==> config.mk <==
export PLATFORM = sky130hd
export DESIGN_NAME = irq_vec_ctrl
export DESIGN_NICKNAME = d
export VERILOG_FILES = /design/src/rtl/irq_pkg.sv /design/src/rtl/irq_prio_enc.sv /design/src/rtl/irq_vec_ctrl.sv
export SDC_FILE = /design/constraint.sdc
export NUM_CORES = 1
export LEC_CHECK = 0
export CORE_MARGIN = 3
export CORE_UTILIZATION = 57
export DETAILED_ROUTE_END_ITERATION = 16
export PLACE_DENSITY = 0.86
export RECOVER_POWER = 100
export SLEW_MARGIN = 20
export SYNTH_ARGS = -nofsm -noshare
export SYNTH_HDL_FRONTEND = slang
export SYNTH_SLANG_ARGS = --single-unit
==> constraint.sdc <==
create_clock -name clk -period 17 [get_ports clk]
set_input_delay 2.55 -clock clk [delete_from_list [all_inputs] [get_ports clk]]
set_output_delay 2.55 -clock clk [all_outputs]
set_load 0.005 [all_outputs]
==> src/rtl/irq_pkg.sv <==
// Shared opcode and state encodings for the interrupt vector controller,
// plus the vector address helper.
package irq_pkg;

    localparam logic [2:0] CMD_GETQ     = 3'd0;
    localparam logic [2:0] CMD_SETMASK  = 3'd1;
    localparam logic [2:0] CMD_SETMODE  = 3'd2;
    localparam logic [2:0] CMD_RETIRQ   = 3'd3;
    localparam logic [2:0] CMD_SETTIMER = 3'd4;
    localparam logic [2:0] CMD_WAITIRQ  = 3'd5;
    localparam logic [2:0] CMD_CLRPEND  = 3'd6;
    localparam logic [2:0] CMD_NOP      = 3'd7;

    localparam logic [1:0] ST_IDLE    = 2'd0;
    localparam logic [1:0] ST_PEND    = 2'd1;
    localparam logic [1:0] ST_SERVICE = 2'd2;
    localparam logic [1:0] ST_WAIT    = 2'd3;

    function automatic logic [31:0] vec_addr(input logic [31:0] base,
                                             input logic [4:0]  id,
                                             input int          shift);
        return base + ({27'd0, id} << shift);
    endfunction

endpackage

==> src/rtl/irq_prio_enc.sv <==
// Lowest-index-wins priority encoder over the eligible request vector.
module irq_prio_enc #(
    parameter int NIRQ = 32
) (
    input  logic [NIRQ-1:0] eligible,
    output logic            valid,
    output logic [4:0]      index
);

    logic [NIRQ-1:0] w_lower_any;
    logic [NIRQ-1:0] w_onehot;

    assign w_lower_any[0] = 1'b0;

    genvar gi;
    generate
        for (gi = 1; gi < NIRQ; gi++) begin : g_lower
            assign w_lower_any[gi] = |eligible[gi-1:0];
        end
        for (gi = 0; gi < NIRQ; gi++) begin : g_onehot
            assign w_onehot[gi] = eligible[gi] & ~w_lower_any[gi];
        end
    endgenerate

    // w_onehot has at most one bit set, so OR-ing indices is safe
    always_comb begin
        index = '0;
        for (int i = 0; i < NIRQ; i++) begin
            if (w_onehot[i]) begin
                index = index | 5'(i);
            end
        end
    end

    assign valid = |eligible;

endmodule

==> src/rtl/irq_vec_ctrl.sv <==
// Vectored interrupt controller: per-channel pend/mask/mode, a down-counting
// timer on channel 0, a 4-state request FSM and a small command port.
module irq_vec_ctrl
    import irq_pkg::*;
#(
    parameter int          NIRQ      = 32,
    parameter logic [31:0] VEC_BASE  = 32'h0000_0010,
    parameter int          VEC_SHIFT = 2
) (
    input  logic            clk,
    input  logic            rst,
    input  logic            en,
    input  logic [NIRQ-1:0] irq_in,
    input  logic            cmd_valid,
    input  logic [2:0]      cmd,
    input  logic [31:0]     wdata,
    input  logic [31:0]     pc,
    input  logic            ack,
    output logic [31:0]     rdata,
    output logic            irq_req,
    output logic [31:0]     irq_vec,
    output logic [4:0]      irq_id,
    output logic [31:0]     pc_ret,
    output logic            waiting
);

    localparam logic [NIRQ-1:0] CH0 = NIRQ'(1);

    logic [1:0]      r_state;
    logic [NIRQ-1:0] r_pend;
    logic [NIRQ-1:0] r_mask;
    logic [NIRQ-1:0] r_mode;
    logic [NIRQ-1:0] r_sync;
    logic [NIRQ-1:0] r_prev;
    logic [31:0]     r_timer;
    logic [31:0]     r_pc_ret;
    logic [4:0]      r_id;

    logic [NIRQ-1:0] w_eligible;
    logic            w_win_valid;
    logic [4:0]      w_win_id;
    logic [NIRQ-1:0] w_hw_set;
    logic [NIRQ-1:0] w_set;
    logic [NIRQ-1:0] w_clr;
    logic [NIRQ-1:0] w_pend_next;
    logic [1:0]      w_state_next;
    logic            w_timer_fire;
    logic            w_take;
    logic            w_grant;

    logic w_cmd_setmask;
    logic w_cmd_setmode;
    logic w_cmd_settimer;
    logic w_cmd_clrpend;
    logic w_cmd_retirq;
    logic w_cmd_waitirq;

    assign w_cmd_setmask  = cmd_valid && (cmd == CMD_SETMASK);
    assign w_cmd_setmode  = cmd_valid && (cmd == CMD_SETMODE);
    assign w_cmd_settimer = cmd_valid && (cmd == CMD_SETTIMER);
    assign w_cmd_clrpend  = cmd_valid && (cmd == CMD_CLRPEND);
    assign w_cmd_retirq   = cmd_valid && (cmd == CMD_RETIRQ);
    assign w_cmd_waitirq  = cmd_valid && (cmd == CMD_WAITIRQ);

    assign w_eligible = r_pend & ~r_mask;

    irq_prio_enc #(
        .NIRQ (NIRQ)
    ) u_prio (
        .eligible (w_eligible),
        .valid    (w_win_valid),
        .index    (w_win_id)
    );

    assign w_timer_fire = (r_timer == 32'd1);

    // Set sources are OR-ed after the clear so a same-cycle set always wins
    assign w_set = w_hw_set | (w_timer_fire ? CH0 : '0);
    assign w_clr = (w_cmd_clrpend ? wdata[NIRQ-1:0] : '0)
                 | (w_take ? (CH0 << r_id) : '0);

    genvar gi;
    generate
        for (gi = 0; gi < NIRQ; gi++) begin : g_chan
            assign w_hw_set[gi]    = r_mode[gi] ? (r_sync[gi] & ~r_prev[gi]) : r_sync[gi];
            assign w_pend_next[gi] = w_set[gi] | (r_pend[gi] & ~w_clr[gi]);
        end
    endgenerate

    always_comb begin
        w_state_next = r_state;
        w_take       = 1'b0;
        w_grant      = 1'b0;
        case (r_state)
            ST_IDLE: begin
                if (en && w_win_valid) begin
                    w_state_next = ST_PEND;
                    w_grant      = 1'b1;
                end else if (w_cmd_waitirq) begin
                    w_state_next = ST_WAIT;
                end
            end
            ST_PEND: begin
                if (ack) begin
                    w_state_next = ST_SERVICE;
                    w_take       = 1'b1;
                end else if (!en) begin
                    w_state_next = ST_IDLE;
                end
            end
            ST_SERVICE: begin
                if (w_cmd_retirq) begin
                    w_state_next = ST_IDLE;
                end
            end
            ST_WAIT: begin
                if (|r_pend) begin
                    w_state_next = ST_IDLE;
                end
            end
            default: w_state_next = ST_IDLE;
        endcase
    end

    always_ff @(posedge clk or posedge rst) begin
        if (rst) begin
            r_state  <= ST_IDLE;
            r_pend   <= '0;
            r_mask   <= '1;
            r_mode   <= '1;
            r_sync   <= '0;
            r_prev   <= '0;
            r_timer  <= '0;
            r_pc_ret <= '0;
            r_id     <= '0;
        end else begin
            // Channel 0 is owned by the timer; its raw input is discarded here
            r_sync  <= irq_in & ~CH0;
            r_prev  <= r_sync;
            r_pend  <= w_pend_next;
            r_state <= w_state_next;
            if (w_cmd_setmask) begin
                r_mask <= wdata[NIRQ-1:0];
            end
            if (w_cmd_setmode) begin
                r_mode <= wdata[NIRQ-1:0];
            end
            if (w_cmd_settimer) begin
                r_timer <= wdata;
            end else if (r_timer != 32'd0) begin
                r_timer <= r_timer - 32'd1;
            end
            if (w_grant) begin
                r_id <= w_win_id;
            end
            if (w_take) begin
                r_pc_ret <= pc;
            end
        end
    end

    // WAIT exit reports the pend snapshot, taking precedence over any command result
    always_comb begin
        rdata = '0;
        if (rst) begin
            rdata = '0;
        end else if ((r_state == ST_WAIT) && (|r_pend)) begin
            rdata = 32'(r_pend);
        end else if (cmd_valid) begin
            case (cmd)
                CMD_GETQ:     rdata = 32'(r_pend);
                CMD_SETMASK:  rdata = 32'(r_mask);
                CMD_SETMODE:  rdata = 32'(r_mode);
                CMD_RETIRQ:   rdata = (r_state == ST_SERVICE) ? r_pc_ret : 32'd0;
                CMD_SETTIMER: rdata = r_timer;
                default:      rdata = '0;
            endcase
        end
    end

    assign irq_req = (r_state == ST_PEND);
    assign waiting = (r_state == ST_WAIT);
    assign irq_id  = r_id;
    assign irq_vec = vec_addr(VEC_BASE, r_id, VEC_SHIFT);
    assign pc_ret  = r_pc_ret;

endmodule

==> impl_metrics.yaml <==
run_status:
  violations: "max-capacitance violations, max-slew violations"
  outcome: "finished, violations left"
clock_network:
  cts_tree: "yes"
  ctsHoldBuffers: 0
  root_buffer: "clkbuf_16"
  cts.clk_slew.worst_paths_ns: 0.06
  cts_buffers: 25
  cts_setup_buffers: 0
  worst_skew_pair.late_latency_ns: 0.52
  cts_resized: 0
  htree_num_levels: 1
  cts.path.max_buffers: 3
  clock-sinks: 229
placement:
  gp_congestion: 0.968
  numPortBuffers: 179
  place_hpwl_um: 22400
  placed_cells: 1469
critical_path:
  critPathLaunchType: "input port"
  path_max_fanout: 70
  endpoint_kind: "output port"
  cpMaxStageDelayCell: "clkbuf_1"
  critPathTopFamily: "buffers and inverters"
  path_class: "in2out"
  path_buf_inv: 4
  cp_data_arrival_time_ns: 7.41
  crit_required_ns: 14.45
  critPathLaunch: "cmd[2]"
  worstPathCellList: "buf_2 -> clkbuf_1 -> nor2_1 -> and4_1 -> clkbuf_1 -> a21oi_1 -> a2bb2oi_1 -> nor2_1 -> dlygate4sd3_1"
  r2r_start: "r_state[0]$_DFFE_PP0P_"
  cp_slowest_stage_delay_ns: 2.17
grt:
  grt_use_total_pct: 31.0
  grt_pass1_vias: 9973
  antenna_found_initial: 1
  grt_overflow: 0
  grt_pass1_wl_um: 53700
  grt_max_degree: 104
yosys:
  synth_area_sq_um: 11200
  synthFlopType: "dfrtp_1"
  syn_area_per_cell_sq_um: 10.4
  synth_edf_count: 0
  synthTopCellsByArea: "dfrtp_1 (37%), dfstp_2 (15%), mux2_2 (9.5%)"
  yosys_register_bits: 229
  netlist_instances: 1079
  ys_types: 65
  synthTopCellsByCount: "nand2_1 (166), dfrtp_1 (165), mux2_2 (95)"
  synth_most_common_cell: "nand2_1"
  yosys_warnings: 0
  synth_top_cell_by_area: "dfrtp_1"
  ys_seq_area_share_pct: 51.8
  synthArstFlopShare_pct: 100
  yosysTopAreaCellShare_pct: 36.8
power_and_ir_drop:
  power.density_nw_per_um2: 140
  worst_ir_drop_vdd_uv: 105
  p_total_uw: 1950
  leakage_uw: 0.00543
finish:
  fin_util_pct: 73.5
  syn_to_final_growth_pct: 24.7
  drive_gt1_share_pct: 18.3
  fin_cells: 1517
  nets: 1344
detailed_routing:
  ant_nets: 0
  wl_per_cell_um: 22.2
  drtIter0Drc: 1060
  drc: 0
  viasPerCell: 6.39
  finalWirelength_um: 33600
  firstDrtPassIters: 6
  num_vias: 9695
timing:
  relSlewSlack_pct: -173
  rsz0062_at_grt: "false"
  tightest_slew_ns: 4.07
  setup_violations: 0
  hold_viol_final: 0
  fmax_mhz: 100
  post-route-period-util_pct: 58.6
  skew_ns: 0.0132
  fin_crit_ns: 9.96
  fin_tns_setup_ns: 0
  final_max_slew_viol_count: 521
min_path:
  min_from: "r_sync[8]$_DFF_PP0_"
  hold_path.class: "reg2reg"
floorplan:
  core_sq_um: 19000
  die_x_um: 146
  die_h_um: 146
  initial_core_util_pct: 59.0
  rows: 50
  ioPinCount: 207
  dieArea_sq_um: 21400
job:
  maxCapViolations: 11
## state kept, by name, summed over array words and instances (netlist names)
name     cells
r_sync      31
r_mode      32
pc_ret      32
r_pend      32
r_prev      31
r_state      2
irq_id       5
r_mask      32
r_timer     32
## layout by cell type, fill, tap and decap left out, types with 8 or more instances in the layout
| master | count |
|---|---|
| nor2b_1 | 16 |
| a221oi_1 | 32 |
| nand2b_1 | 29 |
| a31oi_1 | 9 |
| a32o_1 | 30 |
| clkdlybuf4s50_1 | 68 |
| nand3_1 | 11 |
| mux2_2 | 94 |
| dfrtp_1 | 165 |
| dlygate4sd3_1 | 110 |
| dfstp_2 | 64 |
| clkbuf_16 | 25 |
| nor4_1 | 18 |
| nor2_1 | 75 |
| o21ai_0 | 28 |
| inv_1 | 8 |
| a21oi_1 | 82 |
| conb_1 | 26 |
| nor3_1 | 20 |
| nand2_1 | 166 |
| o31ai_1 | 8 |
| clkbuf_1 | 10 |
| a2bb2oi_1 | 31 |
| xnor2_1 | 8 |
| nand4_1 | 9 |
## worst reg2reg max path, stage by stage (launching register included)
cell and delay (ns):
dfrtp_1 0.47, nor2b_1 0.26, nand2_1 1.10, nor4b_1 1.34
nand2_1 0.14, a32o_1 0.30
## final cells by class
| cell class | count | area (sq um) |
|---|---|---|
| antenna | 1 | 2.50 |
| clock buffer | 34 | 729 |
| clock inverter | 12 | 169 |
| fill | 1344 | 5030 |
| inverter | 9 | 35.0 |
| multi-input combinational | 779 | 5030 |
| sequential | 229 | 5810 |
| tap | 260 | 325 |
| timing repair buffer | 193 | 1880 |
## path summary, 6_finish.rpt
| path | slack, ns | endpoint | cells after the start |
|---|---|---|---|
| max | 7.04 | rdata[5] | 9 |
| min | 0.38 | r_prev[8]$_DFF_PP0_ | 0 |
| max reg2reg | 13.29 | r_pend[8]$_DFF_PP0_ | 5 |
| min reg2reg | 0.38 | r_prev[8]$_DFF_PP0_ | 0 |
| max in group asynchronous | 7.58 | r_prev[4]$_DFF_PP0_ | 4 |
| min in group asynchronous | 4.98 | r_sync[31]$_DFF_PP0_ | 3 |
## logic make-up after synthesis
logic type / after synthesis / synth area share, %
and+or+nand+nor: 387 / 16.8
AOI/OAI and AO/OA: 249 / 15.6
adders and majority gates: 3 / 0.335
buffers and inverters: 96 / 4.31
xor gates and xnor gates: 12 / 0.937
DFF: 229 / 51.8
muxes: 102 / 10.2
other: 1 / 0.0334
## metrics by stage
step / hold slack, ns / setup WS (ns) / instance area (sq um)
finish: 0.376 / 7.04 / 14000
global route: 0.384 / 6.34 / 14000
CTS: 0.380 / 8.83 / 14000
detailed placement: 0.366 / 8.87 / 13100
global placement: 0.362 / 8.96 / 13100
floorplan: 0.354 / 7.94 / 11300
## power breakdown
part	internal (uW)	switching, uW	total (uW)
clock network	361	218	579
logic	287	261	548
registers	690	135	825
total	1340	614	1950
## metal layers
metal | global-route usage [%] | part of all wire (%)
met5 | 0 | 0
met4 | 13.0 | 4.3
met3 | 7.20 | 9.4
met2 | 50.9 | 48
met1 | 39.9 | 38
Note: power is estimated with default switching activity, not from simulation.
